### src/rtl/adder_issue_ctrl.sv
// Issue stage for the dynamic ripple adder: accepts operands, drives/holds the adder,
// times completion from the middle propagate window and captures the result.
module adder_issue_ctrl #(
  parameter int unsigned WIDTH     = 32,
  parameter int unsigned PSTART    = 14,
  parameter int unsigned PWIDTH    = 4,
  parameter int unsigned SHORT_CYC = 7,
  parameter int unsigned LONG_CYC  = 15,
  parameter int unsigned STAT_W    = 16
) (
  input  logic              clk,
  input  logic              reset,
  input  logic              in_valid,
  output logic              in_ready,
  input  logic [WIDTH-1:0]  in_a,
  input  logic [WIDTH-1:0]  in_b,
  input  logic              in_cin,
  output logic [WIDTH-1:0]  add_a,
  output logic [WIDTH-1:0]  add_b,
  output logic              add_cin,
  output logic              add_F,
  input  logic [WIDTH-1:0]  add_sum,
  input  logic              add_cout,
  output logic              out_valid,
  input  logic              out_ready,
  output logic [WIDTH-1:0]  out_sum,
  output logic              out_cout,
  output logic              out_long,
  output logic              busy,
  output logic [STAT_W-1:0] long_cnt
);

  localparam int unsigned CNT_W = $clog2(LONG_CYC + 1);

  if (SHORT_CYC < 1 || SHORT_CYC > LONG_CYC || PSTART + PWIDTH > WIDTH) begin : g_bad_params
    $error("adder_issue_ctrl: illegal parameter combination");
  end

  typedef enum logic {IDLE, WAIT} state_t;

  state_t           state, state_nxt;
  logic [CNT_W-1:0] cnt;
  logic [CNT_W-1:0] last_cnt;
  logic             is_long_q;
  logic             is_long_in;
  logic             accept;
  logic             done;

  // Full propagate across the middle window forces the worst-case carry chain.
  assign is_long_in = &(in_a[PSTART +: PWIDTH] ^ in_b[PSTART +: PWIDTH]);
  assign last_cnt   = is_long_q ? CNT_W'(LONG_CYC - 1) : CNT_W'(SHORT_CYC - 1);
  assign accept     = in_valid && in_ready;
  assign done       = (state == WAIT) && (cnt == last_cnt);

  always_ff @(posedge clk or posedge reset) begin
    if (reset) state <= IDLE;
    else       state <= state_nxt;
  end

  always_comb begin
    state_nxt = state;
    case (state)
      IDLE:    if (accept) state_nxt = WAIT;
      WAIT:    if (done)   state_nxt = IDLE;
      default: state_nxt = IDLE;
    endcase
  end

  always_comb begin
    in_ready = (state == IDLE) && (!out_valid || out_ready);
    add_F    = (state != WAIT);
    busy     = (state == WAIT);
  end

  always_ff @(posedge clk or posedge reset) begin
    if (reset) begin
      add_a     <= '0;
      add_b     <= '0;
      add_cin   <= 1'b0;
      is_long_q <= 1'b0;
      cnt       <= '0;
      long_cnt  <= '0;
    end else if (accept) begin
      add_a     <= in_a;
      add_b     <= in_b;
      add_cin   <= in_cin;
      is_long_q <= is_long_in;
      cnt       <= '0;
      if (is_long_in && long_cnt != '1) long_cnt <= long_cnt + 1'b1;
    end else if (state == WAIT) begin
      cnt <= cnt + 1'b1;
    end
  end

  // A capture on the same edge as a consume keeps out_valid high.
  always_ff @(posedge clk or posedge reset) begin
    if (reset) begin
      out_valid <= 1'b0;
      out_sum   <= '0;
      out_cout  <= 1'b0;
      out_long  <= 1'b0;
    end else if (done) begin
      out_valid <= 1'b1;
      out_sum   <= add_sum;
      out_cout  <= add_cout;
      out_long  <= is_long_q;
    end else if (out_valid && out_ready) begin
      out_valid <= 1'b0;
    end
  end

endmodule

### config.mk
export PLATFORM = sky130hd
export DESIGN_NAME = adder_issue_ctrl
export DESIGN_NICKNAME = d
export VERILOG_FILES = /design/src/rtl/adder_issue_ctrl.sv
export SDC_FILE = /design/constraint.sdc
export NUM_CORES = 1
export LEC_CHECK = 0
export ABC_AREA = 1
export BUFFER_PORTS_ARGS = -buffer_cell sky130_fd_sc_hd__buf_2
export CELL_PAD_IN_SITES_DETAIL_PLACEMENT = 0
export CELL_PAD_IN_SITES_GLOBAL_PLACEMENT = 2
export CORE_UTILIZATION = 26
export DETAILED_ROUTE_END_ITERATION = 8
export GPL_ROUTABILITY_DRIVEN = 0
export GPL_TIMING_DRIVEN = 0
export PLACE_DENSITY_LB_ADDON = 0.08
export SLEW_MARGIN = 20
export SYNTH_ARGS = -nofsm -noshare
export SYNTH_HDL_FRONTEND = slang
export SYNTH_SLANG_ARGS = --single-unit
### constraint.sdc
create_clock -name clk -period 4.1 [get_ports clk]
set_clock_uncertainty 0.1 [all_clocks]
set_input_delay 0.205 -clock clk [delete_from_list [all_inputs] [get_ports clk]]
set_output_delay 0.205 -clock clk [all_outputs]
set_load 0.01 [all_outputs]
==> qor.csv <==
stage,metric,value,unit
die,start_util,26.5,%
pwr,leakage,4.71,nW
global_routing,grt_util_met2,25.2,%
synthesis,syn_nets,746,
die,dieHeight,145,um
layout,final_core_utilization,42.0,%
routing,drt_pass1_iterations,4,
die,die_w,145,um
layout,mostFrequentLayoutCell,nand2_1,
setup_path,path_class,reg2reg,
clocking,root_buffer,clkbuf_16,
routing,ant_nets,0,
global_routing,grt_antenna_before_repair,0,
synthesis,ys_seq_area_share,57.2,%
sta,fmax,566,MHz
sta,post-route-period-util,43.1,%
routing,drcViolationCount,0,
synthesis,yosysWarnings,0,
pwr,ir_worst_vdd,0.000277,V
global_routing,grt_pass1_wl,26200,um
synthesis,synth_cell_types,26,
die,core_area,20200,um2
worst_hold_path,min_path_type,in2reg,
clocking,post_cts_buffers,0,
die,fp-row-count,52,
sta,finalSetupViolations,0,
routing,avgRoutedWirePerCell,12.5,um
layout,final_cell_mix,"nand2_1, buf_2, dfrtp_1, dlygate4sd3_1, inv_1",
layout,fill_cells,2070,
sta,worstMarginPinSlew,0.476,ns
setup_path,cp-end-kind,flip-flop,
sta,hold_violations,0,
pwr,p_per_area,637,nW/um2
clocking,h-tree-depth,4,
global_routing,grt_pass1_vias,5141,
synthesis,synthCells,641,
global_routing,use_met1,20.3,%
setup_path,required,4.35,ns
clocking,clk_pin_slew,0.06,ns
clocking,numCtsBuffers,17,
layout,antenna_cells,0,
synthesis,syn_avg_cell_area,8.33,um2
global_routing,grt-busiest-layer,met2,
die,io_pins,221,
setup_path,crit_arrival,2.02,ns
routing,vias_per_cell,4.02,
placement,port_buffers,220,
routing,routed_wl,15900,um
routing,vias,5083,
global_routing,grt-ovfl-total,0,
clocking,clockBufferDepth,2,
sta,maxSlewViolCount,0,
global_routing,grt_usage,15.7,%
clocking,ctsResizeCount,0,
global_routing,grt_max_degree,74,
sta,period_minus_slack,1.77,ns
clocking,cts_sinks,122,
routing,drt_iter0_drc,204,
synthesis,synth_seq_cells,122,
sta,rsz0062_at_grt,false,
global_routing,use_met3,4.70,%
setup_path,worstPathMaxFanout,10,
placement,dp_hpwl,11300,um
clocking,insertion_delay,0.41,ns
die,die_area,21100,um2
run,drv_cap,0,
setup_path,path_cells,"ha_1, nand3_2, inv_2, nand2_4, nor2_4, nor2_4, buf_6, nand2_1, nand2_1",
layout,area_growth,58.6,%
layout,nets,1086,
pwr,p_total,0.00540,W
layout,drive_gt1_share,30.2,%
setup_path,cpPeakStageDelay,0.42,ns
clocking,cts_hold_buf,100,
run_status,status,completed,
synthesis,syn_area,5340,um2
setup_path,critPathSlowestCell,dfrtp_1,
clocking,cts_tree,done,
setup_path,start_kind,flip-flop,
sta,relSlewSlack,68.3,%
[Yosys cell counts (all sizes together)]
master  count  area, um2
a31oi       1       6.26
clkbuf      5       18.8
a21oi       2       13.8
ha          3       37.5
xnor2       4       35.0
o21ai      47        235
dfrtp     122       3050
xor2        4       35.0
nand2     326       1250
inv        67        254
nor2       26        143
buf        18        136
nand4       6       37.5
nand3      10       82.6
[final timing paths]
check                                to         from  depth (start not counted)  slack, ns
max in group asynchronous  long_cnt[14]        reset                          4       2.93
min in group asynchronous     add_b[23]        reset                          3       0.26
min                           is_long_q     in_valid                          5       0.15
max                         long_cnt[7]  long_cnt[0]                          9       2.33
min reg2reg                   add_a[30]    add_a[30]                          2       0.36
max reg2reg                 long_cnt[7]  long_cnt[0]                          9       2.33
[sequential cells by signal, summed over array words and instances (netlist names)]
register,count
add_a,32
add_b,32
add_cin,1
busy,1
cnt,4
is_long_q,1
long_cnt,16
out_cout,1
out_long,1
out_sum,32
out_valid,1
[final cells by class]
cell class | instances | area [um2] | area share, %
Buffer | 23 | 155 | 1.83
Clock buffer | 18 | 439 | 5.18
Clock inverter | 14 | 218 | 2.57
Inverter | 67 | 262 | 3.09
Multi-Input combinational cell | 429 | 1880 | 22.2
Sequential cell | 122 | 3050 | 36.0
Tap cell | 270 | 338 | 3.99
Timing Repair Buffer | 321 | 2130 | 25.1
[logic make-up (layout without fill, tap and decap cells)]
family / Yosys count / in the layout / synth area share, %
AO/OA/AOI/OAI: 50 / 50 / 4.78
flip-flops: 122 / 122 / 57.2
AND/OR/NAND/NOR: 368 / 368 / 28.4
buffers and inverters: 90 / 443 / 7.66
adder cells (fa/ha/maj): 3 / 3 / 0.703
XOR/XNOR: 8 / 8 / 1.31
[routing by layer]
metal	routed length (um)	vias to the layer above
met3	879	14
met1	7470	2310
met4	222	0
met5	0	-
met2	7290	138
li1	-	2621
[critical path: cells and delay by family, from the launching register on]
kind                     cells  cell delay (ns)
adder cells (fa/ha/maj)      1             0.29
AND/OR/NAND/NOR              6             0.63
flip-flops                   1             0.42
buffers and inverters        2             0.27
[report_power, final]
part           total, W  internal, W  leakage, nW  switching (W)
Clock           0.00167      0.00110        0.313       0.000575
Combinational   0.00173     0.000730         2.87        0.00100
Sequential      0.00199      0.00172         1.53       0.000276
[through the flow]
step                worst slack (ns)  std cells  hold WS [ns]  area [um2]  TNS (ns)
floorplan                      0.552        641         0.222        5340         0
global placement               -1.24       1131         0.306        6780   -150.41
detailed placement              2.32       1132         0.148        6820         0
CTS                             2.31       1264         0.144        8470         0
global route                    2.17       1264         0.175        8470         0
finish                          2.33       1264         0.154        8470         0
Note: power is estimated with default switching activity, not from simulation.
